[config.mk]
export PLATFORM = sky130hd
export DESIGN_NAME = serial_to_parallel_rx
export DESIGN_NICKNAME = d
export VERILOG_FILES = /design/src/rtl/serial_to_parallel_rx.sv
export SDC_FILE = /design/constraint.sdc
export NUM_CORES = 1
export LEC_CHECK = 0
export BUFFER_PORTS_ARGS = -buffer_cell sky130_fd_sc_hd__buf_4
export CAP_MARGIN = 20
export CORE_UTILIZATION = 25
export CTS_BUF_LIST = sky130_fd_sc_hd__clkbuf_4 sky130_fd_sc_hd__clkbuf_8
export CTS_CLUSTER_DIAMETER = 40
export DETAILED_ROUTE_END_ITERATION = 8
export PLACE_DENSITY_LB_ADDON = 0.3
export RECOVER_POWER = 25
export SLEW_MARGIN = 20
export SYNTH_ARGS = -nofsm -noshare
export SYNTH_HDL_FRONTEND = slang
export SYNTH_SLANG_ARGS = --single-unit
[constraint.sdc]
create_clock -name clk -period 1.96 [get_ports clk]
set_input_delay 0.196 -clock clk [delete_from_list [all_inputs] [get_ports clk]]
set_output_delay 0.196 -clock clk [all_outputs]
set_load 0.05 [all_outputs]
[src/rtl/serial_to_parallel_rx.sv]
`default_nettype none
// ============================================================================
// Module      : serial_to_parallel_rx
// Description : Receive side of the serial shift link. Assembles N-bit words
//               from a qualified serial stream (MSB- or LSB-first, chosen per
//               word) and presents them through a one-entry valid/ready
//               holding buffer, flagging overrun when the consumer stalls.
//               Optional feature macro: SER_RX_PARITY_EN (adds a trailing
//               even-parity bit per frame and the parity_err output).
// Revision    : 1.0 - initial release
// ============================================================================
module serial_to_parallel_rx #(
    parameter int N = 4
) (
    input  logic         clk,
    input  logic         reset,
    input  logic         s_in,
    input  logic         s_valid,
    input  logic         msb_first,
    input  logic         flush,
    output logic [N-1:0] p_out,
    output logic         p_valid,
    input  logic         p_ready,
    output logic         busy,
    output logic         overrun
`ifdef SER_RX_PARITY_EN
    ,
    output logic         parity_err
`endif
);

`ifdef SER_RX_PARITY_EN
    localparam int c_FRAME = N + 1;
`else
    localparam int c_FRAME = N;
`endif
    localparam int                 c_CNT_W = $clog2(c_FRAME);
    localparam logic [c_CNT_W-1:0] c_LAST  = c_CNT_W'(c_FRAME - 1);

    logic [N-1:0]       r_sr;
    logic [c_CNT_W-1:0] r_cnt;
    logic               r_ord;
    logic [N-1:0]       r_p_out;
    logic               r_p_valid;
    logic               r_overrun;

    logic               w_accept;
    logic               w_first;
    logic               w_last;
    logic               w_ord;
    logic               w_complete;
    logic               w_drain;
    logic               w_load;
    logic               w_shift_data;
    logic [N-1:0]       w_sr_shifted;
    logic [N-1:0]       w_word;

    // A flushed cycle never consumes its bit.
    assign w_accept   = s_valid & ~flush;
    assign w_first    = (r_cnt == '0);
    assign w_last     = (r_cnt == c_LAST);
    // The order bit is taken live on the first bit, latched for the rest.
    assign w_ord      = w_first ? msb_first : r_ord;
    assign w_complete = w_accept & w_last;
    assign w_drain    = r_p_valid & p_ready;
    // A finished word lands if the buffer is empty or empties on this edge.
    assign w_load     = w_complete & (~r_p_valid | p_ready);

    assign w_sr_shifted = w_ord ? {r_sr[N-2:0], s_in} : {s_in, r_sr[N-1:1]};

`ifdef SER_RX_PARITY_EN
    logic r_parity_err;
    logic w_parity_err;

    // The trailing parity bit is checked but never shifted into the word.
    assign w_shift_data = w_accept & ~w_last;
    assign w_word       = r_sr;
    assign w_parity_err = (^r_sr) ^ s_in;
    assign parity_err   = r_parity_err;
`else
    // Without parity the final data bit completes the word on the same edge.
    assign w_shift_data = w_accept;
    assign w_word       = w_sr_shifted;
`endif

    // Shift register, bit counter and per-word order latch.
    always_ff @(posedge clk) begin
        if (reset) begin
            r_sr  <= '0;
            r_cnt <= '0;
            r_ord <= 1'b1;
        end else if (flush) begin
            r_sr  <= '0;
            r_cnt <= '0;
        end else if (w_accept) begin
            if (w_first) begin
                r_ord <= msb_first;
            end
            if (w_shift_data) begin
                r_sr <= w_sr_shifted;
            end
            r_cnt <= w_last ? '0 : r_cnt + 1'b1;
        end
    end

    // Holding buffer: load on completion, release on drain, sticky overrun.
    always_ff @(posedge clk) begin
        if (reset) begin
            r_p_out      <= '0;
            r_p_valid    <= 1'b0;
            r_overrun    <= 1'b0;
`ifdef SER_RX_PARITY_EN
            r_parity_err <= 1'b0;
`endif
        end else begin
            if (w_load) begin
                r_p_out      <= w_word;
                r_p_valid    <= 1'b1;
`ifdef SER_RX_PARITY_EN
                r_parity_err <= w_parity_err;
`endif
            end else if (w_drain) begin
                r_p_valid <= 1'b0;
            end

            if (flush) begin
                r_overrun <= 1'b0;
            end else if (w_complete && !w_load) begin
                r_overrun <= 1'b1;
            end
        end
    end

    assign p_out   = r_p_out;
    assign p_valid = r_p_valid;
    assign overrun = r_overrun;
    assign busy    = (r_cnt != '0);

endmodule
`default_nettype wire
==> flow_results.xml, run 1 <==
<?xml version="1.0" encoding="UTF-8"?>
<metrics>
  <group name="power">
    <metric name="p_per_area" unit="mW/mm^2">705</metric>
    <metric name="power.ir.vdd_worst" unit="uV">314</metric>
    <metric name="cell_leakage_power" unit="nW">0.290</metric>
  </group>
  <group name="timing">
    <metric name="setup_viol" unit="">0</metric>
    <metric name="period_share" unit="">0.785</metric>
    <metric name="setup_repair_after_global_routing_missed_its_margin" unit="">no</metric>
    <metric name="report.final.slew_viol_count" unit="">0</metric>
    <metric name="relSlewSlack" unit="">0.609</metric>
    <metric name="achievable-frequency" unit="MHz">650</metric>
    <metric name="fin_worst_skew" unit="ns">0.00313</metric>
    <metric name="tightestPinTransition" unit="ns">0.588</metric>
    <metric name="fin_setup_tns" unit="ns">0</metric>
    <metric name="post-route-min-period" unit="ns">1.54</metric>
    <metric name="report.final.hold_viol_count" unit="">0</metric>
  </group>
  <group name="setup_path">
    <metric name="critical_path_arrival" unit="ns">1.70</metric>
    <metric name="worst-path-max-fanout" unit="">5</metric>
    <metric name="critPathKind" unit="">reg2reg</metric>
    <metric name="worst_setup_path_start_kind" unit="">flop</metric>
    <metric name="setup.worst_path.end_class" unit="">flop</metric>
    <metric name="critical_path_data_required_time" unit="ns">2.12</metric>
  </group>
  <group name="routing">
    <metric name="detail_route.vias_per_cell" unit="">4.50</metric>
    <metric name="route.met3.wl" unit="um">56</metric>
    <metric name="detailed_router_iteration_count_before_antenna_repair" unit="">3</metric>
    <metric name="met1_length" unit="um">564</metric>
    <metric name="route.final.wire_length" unit="um">1120</metric>
    <metric name="drt_wl_cell" unit="um">11.1</metric>
    <metric name="drt_drc_violations_left" unit="">0</metric>
    <metric name="top_layer" unit="">met3</metric>
    <metric name="vias" unit="">455</metric>
    <metric name="met2_routed_wirelength" unit="um">501</metric>
    <metric name="drt_iter0_markers" unit="">3</metric>
    <metric name="detail-route-antenna-nets" unit="">0</metric>
  </group>
  <group name="final_layout">
    <metric name="n_antenna_cell" unit="">0</metric>
    <metric name="final_nets" unit="">83</metric>
    <metric name="post_route_cells_drive_above_1_share" unit="">0.274</metric>
    <metric name="area.growth.synth_to_final" unit="%">23.5</metric>
    <metric name="post-route-cell-area" unit="sq um">724</metric>
  </group>
  <group name="clock_tree">
    <metric name="clock_latency" unit="ns">0.27</metric>
    <metric name="numCtsBuffers" unit="">3</metric>
    <metric name="clock_path_buffers" unit="">2</metric>
    <metric name="clock_tree.root_cell" unit="">clkbuf_4</metric>
    <metric name="clk_pin_slew" unit="ns">0.08</metric>
    <metric name="postCtsSetupBuffers" unit="">0</metric>
    <metric name="cts-htree-levels" unit="">1</metric>
    <metric name="cts-resized-gates" unit="">0</metric>
    <metric name="cts_hold_buffers" unit="">0</metric>
    <metric name="cts_tree" unit="">yes</metric>
    <metric name="clock-sinks" unit="">13</metric>
  </group>
  <group name="synth">
    <metric name="yosys.cell_types.count" unit="">18</metric>
    <metric name="mappedNetlistNets" unit="">68</metric>
    <metric name="synthesis.area" unit="sq um">587</metric>
    <metric name="synth-warning-count" unit="">0</metric>
    <metric name="synth_cells" unit="">59</metric>
    <metric name="seq_area_frac_synth" unit="">0.443</metric>
    <metric name="synth.ff_latch_count" unit="">13</metric>
    <metric name="syn_avg_cell_area" unit="sq um">9.95</metric>
  </group>
  <group name="placement">
    <metric name="place.detailed.hpwl" unit="um">863</metric>
    <metric name="placer_congestion_estimate" unit="">0.775</metric>
    <metric name="postPlaceCellArea" unit="sq um">706</metric>
    <metric name="port_buffers" unit="">13</metric>
  </group>
  <group name="floorplan">
    <metric name="fp.coreArea" unit="sq mm">0.00221</metric>
    <metric name="die_h" unit="um">50.5</metric>
    <metric name="start_util" unit="">0.265</metric>
    <metric name="placement_rows" unit="">17</metric>
    <metric name="fp.dieArea" unit="sq mm">0.00255</metric>
    <metric name="floorplan.io_pins" unit="">14</metric>
    <metric name="die_w" unit="um">50.5</metric>
  </group>
  <group name="global_route">
    <metric name="via_count_of_the_first_global_routing_pass" unit="">430</metric>
    <metric name="largest_net_degree_at_the_start_of_global_routing" unit="">14</metric>
    <metric name="overflow" unit="">0</metric>
    <metric name="combined_global_route_utilization_of_all_metal_layers" unit="">0.0988</metric>
    <metric name="number_of_antenna_violations_at_the_first_check_in_global_routing" unit="">0</metric>
    <metric name="grt_pass1_wl" unit="um">1910</metric>
  </group>
  <group name="run_status">
    <metric name="outcome" unit="">finished clean</metric>
  </group>
  <group name="worst_hold_path">
    <metric name="worstHoldPathType" unit="">in2reg</metric>
  </group>
  <group name="run">
    <metric name="cap_viol_max_count" unit="">0</metric>
  </group>
</metrics>
## cells by family after synthesis
kind of cell / after synthesis / synth area share
simple gates: 11 / 0.100
compound gates: 19 / 0.224
flops: 13 / 0.443
mux: 7 / 0.141
fa+ha+maj: 2 / 0.0426
buf+inv: 7 / 0.0490
## cells in the final DEF (no fill, tap or decap)
cell type,instances
nor2_1,4
mux2i_4,1
nor3_1,2
clkbuf_1,3
nand2_1,1
ha_1,2
and3b_1,1
clkbuf_4,4
dfxtp_1,13
a211o_1,1
inv_1,4
nand2b_1,2
o21a_1,1
o21ai_0,4
buf_4,10
and2_4,1
a211oi_2,4
a21oi_1,9
mux2i_1,6
## sequential cells by signal, summed over array words and instances (netlist names)
register  cells
p_valid       1
r_cnt         2
r_sr          4
r_ord         1
overrun       1
p_out         4
## area by class of cell
type | count | area (sq um)
Multi-Input combinational cell | 39 | 298
Timing Repair Buffer | 13 | 86.3
Clock buffer | 4 | 30.0
Tap cell | 28 | 35.0
Fill cell | 250 | 1490
Sequential cell | 13 | 260
Inverter | 4 | 15.0
## power breakdown
group,switching [mW],total [mW],internal [mW]
Combinational,0.0312,0.0568,0.0257
Sequential,0.00442,0.274,0.270
Clock,0.0872,0.180,0.0927
## final timing paths
path	startpoint	end	slack, ns	cells past startpoint
max	r_cnt[0]$_SDFFE_PP0P_	p_out[1]$_SDFFE_PP0P_	0.42	5
min	flush	r_cnt[0]$_SDFFE_PP0P_	0.13	2
max reg2reg	r_cnt[0]$_SDFFE_PP0P_	p_out[1]$_SDFFE_PP0P_	0.42	5
min reg2reg	overrun$_SDFFE_PP0P_	overrun$_SDFFE_PP0P_	0.48	1
## cells in the mapped netlist
master    count  area, sq um
nand2b_1      2         12.5
dfxtp_1      13          260
nand2_1       1         3.75
and2_4        1         8.76
mux2i_4       1         22.5
a211oi_2      4         50.1
o21a_1        1         7.51
a211o_1       1         8.76
nor3_1        2         10.0
inv_1         4         15.0
ha_1          2         25.0
a21oi_1       9         45.0
nor2_1        4         15.0
mux2i_1       6         60.1
clkbuf_1      1         3.75
and3b_1       1         8.76
o21ai_0       4         20.0
buf_2         2         10.0
## metrics by stage
step	util	worst slack, ns	std cells	hold slack, ns	power, mW
after floorplan	-	0.570	59	0.275	0.318
after global placement	0.319	0.462	97	0.407	0.337
after detailed placement	0.319	0.408	97	0.410	0.338
after CTS	0.333	0.405	101	0.119	0.517
after global routing	0.327	0.321	101	0.107	0.537
final	0.327	0.422	101	0.125	0.511
## metal layers
metal / global-route usage / vias to the layer above
li1: - / 235
met3: 0.0485 / 0
met1: 0.126 / 209
met2: 0.153 / 11
met5: 0 / -
met4: 0.0139 / 0
## worst max-delay path: stages (launching register included)
cell      delay, ns
dfxtp_1        0.34
inv_1          0.07
ha_1           0.23
mux2i_4        0.34
mux2i_1        0.34
a211oi_2       0.11
Note: power is estimated with default switching activity, not from simulation.
==> run 2, diff against run 1 <==
Clock period 1.96 ns to 1.4 ns, I/O delays scaled along.
==> run 2 against run 1 <==
- the flow now finishes with violations (negative setup slack)
- combinational power up 70%
- via count up 3.7%
- clock skew up 0.0022 ns
- power up 41%
- global-route usage up 0.84 points
- sequential cell count unchanged
- register-to-register slack worse by 0.45 ns
- design area up 9.2%
- clock power up 32%
- hold slack worse by 0.077 ns
- critical path depth unchanged
- die area unchanged
==> flow_results.xml, run 2 (synthesized netlist as in run 1, its figures left out) <==
<?xml version="1.0" encoding="UTF-8"?>
<metrics>
  <group name="placement">
    <metric name="port_buffers" unit="">13</metric>
    <metric name="place.detailed.hpwl" unit="um">857</metric>
    <metric name="inst_count_dp" unit="">99</metric>
    <metric name="placer_congestion_estimate" unit="">0.804</metric>
  </group>
  <group name="final_layout">
    <metric name="layout_commonest_cell" unit="">buf_4</metric>
    <metric name="final_nets" unit="">87</metric>
    <metric name="post_route_cells_drive_above_1_share" unit="">0.455</metric>
    <metric name="layout_common_cells" unit="">buf_4, dfxtp_1, a21oi_1</metric>
    <metric name="final_util" unit="">0.357</metric>
    <metric name="n_antenna_cell" unit="">0</metric>
    <metric name="area.growth.synth_to_final" unit="%">34.8</metric>
    <metric name="final.fill_count" unit="">255</metric>
    <metric name="stdcell_count" unit="">105</metric>
  </group>
  <group name="run_status">
    <metric name="outcome" unit="">finished with violations</metric>
    <metric name="violations" unit="">negative setup slack</metric>
  </group>
  <group name="setup_path">
    <metric name="setup.worst_path.end_class" unit="">flop</metric>
    <metric name="critical_path_arrival" unit="ns">1.60</metric>
    <metric name="worst-path-max-fanout" unit="">5</metric>
    <metric name="rrSetupSlack" unit="ns">-0.03</metric>
    <metric name="worst_setup_path_start_kind" unit="">flop</metric>
    <metric name="critical_path_data_required_time" unit="ns">1.57</metric>
    <metric name="critPathKind" unit="">reg2reg</metric>
  </group>
  <group name="timing">
    <metric name="report.final.hold_viol_count" unit="">0</metric>
    <metric name="tightestPinTransition" unit="ns">0.302</metric>
    <metric name="hold-worst-slack" unit="ns">0.0479</metric>
    <metric name="post-route-min-period" unit="ns">1.43</metric>
    <metric name="setup_repair_after_global_routing_missed_its_margin" unit="">yes</metric>
    <metric name="setup_viol" unit="">3</metric>
    <metric name="report.final.slew_viol_count" unit="">0</metric>
    <metric name="postLayoutSetupSlackWorst" unit="ns">-0.0288</metric>
    <metric name="period_share" unit="">1.02</metric>
    <metric name="relSlewSlack" unit="">0.794</metric>
    <metric name="fin_worst_skew" unit="ns">0.00535</metric>
    <metric name="achievable-frequency" unit="MHz">700</metric>
  </group>
  <group name="floorplan">
    <metric name="floorplan.io_pins" unit="">14</metric>
    <metric name="fp.dieArea" unit="sq mm">0.00255</metric>
    <metric name="die_h" unit="um">50.5</metric>
    <metric name="placement_rows" unit="">17</metric>
    <metric name="fp.coreArea" unit="sq mm">0.00221</metric>
    <metric name="die_w" unit="um">50.5</metric>
    <metric name="start_util" unit="">0.265</metric>
  </group>
  <group name="routing">
    <metric name="met1_length" unit="um">637</metric>
    <metric name="detail-route-antenna-nets" unit="">0</metric>
    <metric name="drt_wl_cell" unit="um">11.7</metric>
    <metric name="route.met3.wl" unit="um">70</metric>
    <metric name="drt_iter0_markers" unit="">4</metric>
    <metric name="vias" unit="">472</metric>
    <metric name="top_layer" unit="">met3</metric>
    <metric name="detail_route.vias_per_cell" unit="">4.50</metric>
    <metric name="detailed_router_iteration_count_before_antenna_repair" unit="">4</metric>
    <metric name="route.final.wire_length" unit="um">1230</metric>
    <metric name="drt_drc_violations_left" unit="">0</metric>
    <metric name="met2_routed_wirelength" unit="um">520</metric>
  </group>
  <group name="clock_tree">
    <metric name="clock_tree.root_cell" unit="">clkbuf_4</metric>
    <metric name="numCtsBuffers" unit="">3</metric>
    <metric name="clock_path_buffers" unit="">2</metric>
    <metric name="cts_tree" unit="">yes</metric>
    <metric name="clock_latency" unit="ns">0.28</metric>
    <metric name="cts-htree-levels" unit="">1</metric>
    <metric name="clock-sinks" unit="">13</metric>
    <metric name="cts_hold_buffers" unit="">0</metric>
    <metric name="clk_pin_slew" unit="ns">0.09</metric>
  </group>
  <group name="global_route">
    <metric name="grt_pass1_wl" unit="um">2030</metric>
    <metric name="via_count_of_the_first_global_routing_pass" unit="">450</metric>
    <metric name="overflow" unit="">0</metric>
    <metric name="combined_global_route_utilization_of_all_metal_layers" unit="">0.107</metric>
    <metric name="number_of_antenna_violations_at_the_first_check_in_global_routing" unit="">0</metric>
    <metric name="largest_net_degree_at_the_start_of_global_routing" unit="">14</metric>
  </group>
  <group name="power">
    <metric name="p_per_area" unit="mW/mm^2">909</metric>
    <metric name="power.ir.vdd_worst" unit="uV">666</metric>
    <metric name="cell_leakage_power" unit="nW">0.319</metric>
  </group>
  <group name="worst_hold_path">
    <metric name="worstHoldPathType" unit="">in2reg</metric>
  </group>
  <group name="run">
    <metric name="cap_viol_max_count" unit="">0</metric>
  </group>
</metrics>
==> run 2: where the power goes <==
group	internal, mW	switching [mW]
clock network	0.106	0.131
registers	0.378	0.00670
logic	0.0476	0.0491
==> run 2: path summary, 6_finish.rpt <==
path / cells after the start / to / start
min reg2reg: 1 / overrun$_SDFFE_PP0P_ / overrun$_SDFFE_PP0P_
min: 2 / r_cnt[1]$_SDFFE_PP0P_ / flush
max: 5 / p_out[1]$_SDFFE_PP0P_ / r_cnt[1]$_SDFFE_PP0P_
max reg2reg: 5 / p_out[1]$_SDFFE_PP0P_ / r_cnt[1]$_SDFFE_PP0P_
==> run 2: stage by stage <==
step	cell area [sq um]	setup TNS [ns]	setup WS, ns	total power, mW
after global routing	791	-0.562	-0.0871	0.760
after detailed placement	721	-0.636	-0.106	0.475
after global placement	721	-0.410	-0.0797	0.475
final	791	-0.0549	-0.0288	0.719
after CTS	790	-0.0262	-0.0142	0.728
after floorplan	587	0	0.00960	0.446
==> run 2: critical path, cell delays in order (launching register included) <==
cell and delay [ns]:
dfxtp_2 0.33, inv_2 0.06, ha_4 0.15, mux2i_4 0.34, mux2i_2 0.33, a211oi_2 0.10
==> run 2: per-layer routing <==
metal / track usage / up-vias
met5: 0 / -
met4: 0.0139 / 0
met3: 0.0455 / 0
met2: 0.167 / 11
met1: 0.141 / 216
li1: - / 245
==> run 2: what timing repair did <==
item / in CTS / in global routing
gates resized for setup: 9 / 1
setup buffers: 2 / 0
pin swaps: 2 / 2
setup endpoints to repair: 8 / 9
==> run 2: layout make-up <==
class,count,area [sq um],area share
multi-input cells,39,323,0.408
inverters,4,15.0,0.0190
flip-flops and latches,13,262,0.331
repair buffers,17,129,0.163
clock inverters,1,5.00,0.00633
clock buffers,3,22.5,0.0285
well taps,28,35.0,0.0443
==> run 3, diff against run 2 <==
==> constraint.sdc (replaced) <==
create_clock -name clk -period 1.78 [get_ports clk]
set_input_delay 0.178 -clock clk [delete_from_list [all_inputs] [get_ports clk]]
set_output_delay 0.178 -clock clk [all_outputs]
set_load 0.1 [all_outputs]
==> run 3 against run 2 <==
- the flow now finishes without violations
- cell count fell by 3.8%
- count of clock-buffer cells in the layout is 1 higher
- non-clock buffer count decreased by 4
- global-route usage is 0.84 points lower
- design area shrank 7.6%
- sequential power decreased by 22%
- register-to-register slack gained 0.27 ns
- largest cell class unchanged
==> flow_results.xml, run 3 (synthesized netlist as in run 1, its figures left out) <==
<?xml version="1.0" encoding="UTF-8"?>
<metrics>
  <group name="clock_tree">
    <metric name="clock_path_buffers" unit="">2</metric>
    <metric name="cts-resized-gates" unit="">0</metric>
    <metric name="clk_pin_slew" unit="ns">0.08</metric>
    <metric name="cts_hold_buffers" unit="">0</metric>
    <metric name="numCtsBuffers" unit="">3</metric>
    <metric name="clock-sinks" unit="">13</metric>
    <metric name="clock_tree.root_cell" unit="">clkbuf_4</metric>
    <metric name="cts_tree" unit="">yes</metric>
    <metric name="cts-htree-levels" unit="">1</metric>
    <metric name="postCtsSetupBuffers" unit="">0</metric>
    <metric name="clock_latency" unit="ns">0.27</metric>
  </group>
  <group name="global_route">
    <metric name="grt_util_met3" unit="">0.0485</metric>
    <metric name="overflow" unit="">0</metric>
    <metric name="combined_global_route_utilization_of_all_metal_layers" unit="">0.0988</metric>
    <metric name="grt_util_met1" unit="">0.126</metric>
    <metric name="most_crowded_layer_gr" unit="">met2</metric>
    <metric name="gr-usage-met2" unit="">0.153</metric>
    <metric name="number_of_antenna_violations_at_the_first_check_in_global_routing" unit="">0</metric>
    <metric name="via_count_of_the_first_global_routing_pass" unit="">430</metric>
    <metric name="grt_pass1_wl" unit="um">1910</metric>
    <metric name="largest_net_degree_at_the_start_of_global_routing" unit="">14</metric>
  </group>
  <group name="timing">
    <metric name="report.final.slew_viol_count" unit="">0</metric>
    <metric name="post-route-min-period" unit="ns">1.54</metric>
    <metric name="achievable-frequency" unit="MHz">650</metric>
    <metric name="setup_viol" unit="">0</metric>
    <metric name="fin_worst_skew" unit="ns">0.00313</metric>
    <metric name="report.final.hold_viol_count" unit="">0</metric>
    <metric name="period_share" unit="">0.864</metric>
    <metric name="hold-worst-slack" unit="ns">0.107</metric>
    <metric name="tightestPinTransition" unit="ns">0.538</metric>
    <metric name="relSlewSlack" unit="">0.643</metric>
    <metric name="setup_repair_after_global_routing_missed_its_margin" unit="">no</metric>
    <metric name="fin_setup_tns" unit="ns">0</metric>
  </group>
  <group name="final_layout">
    <metric name="layout_common_cells" unit="">dfxtp_1, buf_4, a21oi_1</metric>
    <metric name="post_route_cells_drive_above_1_share" unit="">0.315</metric>
    <metric name="n_antenna_cell" unit="">0</metric>
    <metric name="final_nets" unit="">83</metric>
    <metric name="layout_commonest_cell" unit="">dfxtp_1</metric>
    <metric name="area.growth.synth_to_final" unit="%">24.5</metric>
  </group>
  <group name="setup_path">
    <metric name="critical_path_arrival" unit="ns">1.70</metric>
    <metric name="setup.worst_path.end_class" unit="">flop</metric>
    <metric name="critPathKind" unit="">reg2reg</metric>
    <metric name="critical_path_data_required_time" unit="ns">1.94</metric>
    <metric name="worst-path-max-fanout" unit="">5</metric>
    <metric name="worst_setup_path_start_kind" unit="">flop</metric>
  </group>
  <group name="routing">
    <metric name="route.final.wire_length" unit="um">1130</metric>
    <metric name="vias" unit="">455</metric>
    <metric name="detail_route.vias_per_cell" unit="">4.50</metric>
    <metric name="detail-route-antenna-nets" unit="">0</metric>
    <metric name="drt_wl_cell" unit="um">11.1</metric>
    <metric name="drt_drc_violations_left" unit="">0</metric>
    <metric name="drt_iter0_markers" unit="">3</metric>
    <metric name="detailed_router_iteration_count_before_antenna_repair" unit="">3</metric>
  </group>
  <group name="floorplan">
    <metric name="die_w" unit="um">50.5</metric>
    <metric name="placement_rows" unit="">17</metric>
    <metric name="floorplan.io_pins" unit="">14</metric>
    <metric name="fp.coreArea" unit="sq mm">0.00221</metric>
    <metric name="fp.dieArea" unit="sq mm">0.00255</metric>
    <metric name="start_util" unit="">0.265</metric>
    <metric name="die_h" unit="um">50.5</metric>
  </group>
  <group name="placement">
    <metric name="port_buffers" unit="">13</metric>
    <metric name="placer_congestion_estimate" unit="">0.775</metric>
    <metric name="place.detailed.hpwl" unit="um">863</metric>
  </group>
  <group name="run">
    <metric name="cap_viol_max_count" unit="">0</metric>
  </group>
  <group name="power">
    <metric name="cell_leakage_power" unit="nW">0.301</metric>
    <metric name="p_per_area" unit="mW/mm^2">778</metric>
    <metric name="power.ir.vdd_worst" unit="uV">346</metric>
  </group>
  <group name="worst_hold_path">
    <metric name="worstHoldPathType" unit="">in2reg</metric>
  </group>
  <group name="run_status">
    <metric name="outcome" unit="">finished clean</metric>
  </group>
</metrics>
-- run 3: changes by cell type in the layout (fill, tap and decap cells not counted), moves of 2 or more --
cell,before,now
inv_2,2,0
mux2i_1,3,6
inv_1,2,4
mux2i_2,3,0
buf_4,15,11
-- run 3: path summary, 6_finish.rpt --
kind / from / to / slack [ns] / cells after the start
max: r_cnt[0]$_SDFFE_PP0P_ / p_out[1]$_SDFFE_PP0P_ / 0.24 / 5
min: flush / r_cnt[0]$_SDFFE_PP0P_ / 0.11 / 2
max reg2reg: r_cnt[0]$_SDFFE_PP0P_ / p_out[1]$_SDFFE_PP0P_ / 0.24 / 5
min reg2reg: overrun$_SDFFE_PP0P_ / overrun$_SDFFE_PP0P_ / 0.48 / 1
-- run 3: worst max-delay path, stage by stage, from the launching register on --
cell	delay, ns
dfxtp_1	0.34
inv_1	0.07
ha_1	0.23
mux2i_4	0.34
mux2i_1	0.34
a211oi_2	0.11
-- run 3: area by class of cell --
| cell class | count | area (sq um) |
|---|---|---|
| repair buffers | 13 | 92.6 |
| fillers | 248 | 1480 |
| well taps | 28 | 35.0 |
| multi-input cells | 39 | 298 |
| flip-flops and latches | 13 | 260 |
| clock buffers | 4 | 30.0 |
| inverters | 4 | 15.0 |
-- run 3: routing by layer --
| layer | up-vias | share of wire |
|---|---|---|
| li1 | 235 | - |
| met1 | 209 | 0.50 |
| met2 | 11 | 0.45 |
| met3 | 0 | 0.052 |
| met4 | 0 | 0 |
| met5 | - | 0 |
-- run 3: through the flow --
stage | std cells | setup slack (ns) | power, mW | utilization | cell area [sq um]
2_1_floorplan | 59 | 0.0672 | 0.356 | - | 587
3_3_place_gp | 97 | 0.282 | 0.377 | 0.319 | 706
3_5_place_dp | 97 | 0.228 | 0.378 | 0.319 | 706
4_1_cts | 101 | 0.225 | 0.575 | 0.333 | 736
5_1_grt | 101 | 0.141 | 0.597 | 0.330 | 731
6_report | 101 | 0.242 | 0.568 | 0.330 | 731
-- run 3: power breakdown --
group | leakage [nW] | total, mW | internal, mW | switching, mW
Sequential | 0.106 | 0.302 | 0.297 | 0.00487
Combinational | 0.177 | 0.0684 | 0.0283 | 0.0401
Clock | 0.0184 | 0.198 | 0.102 | 0.0961
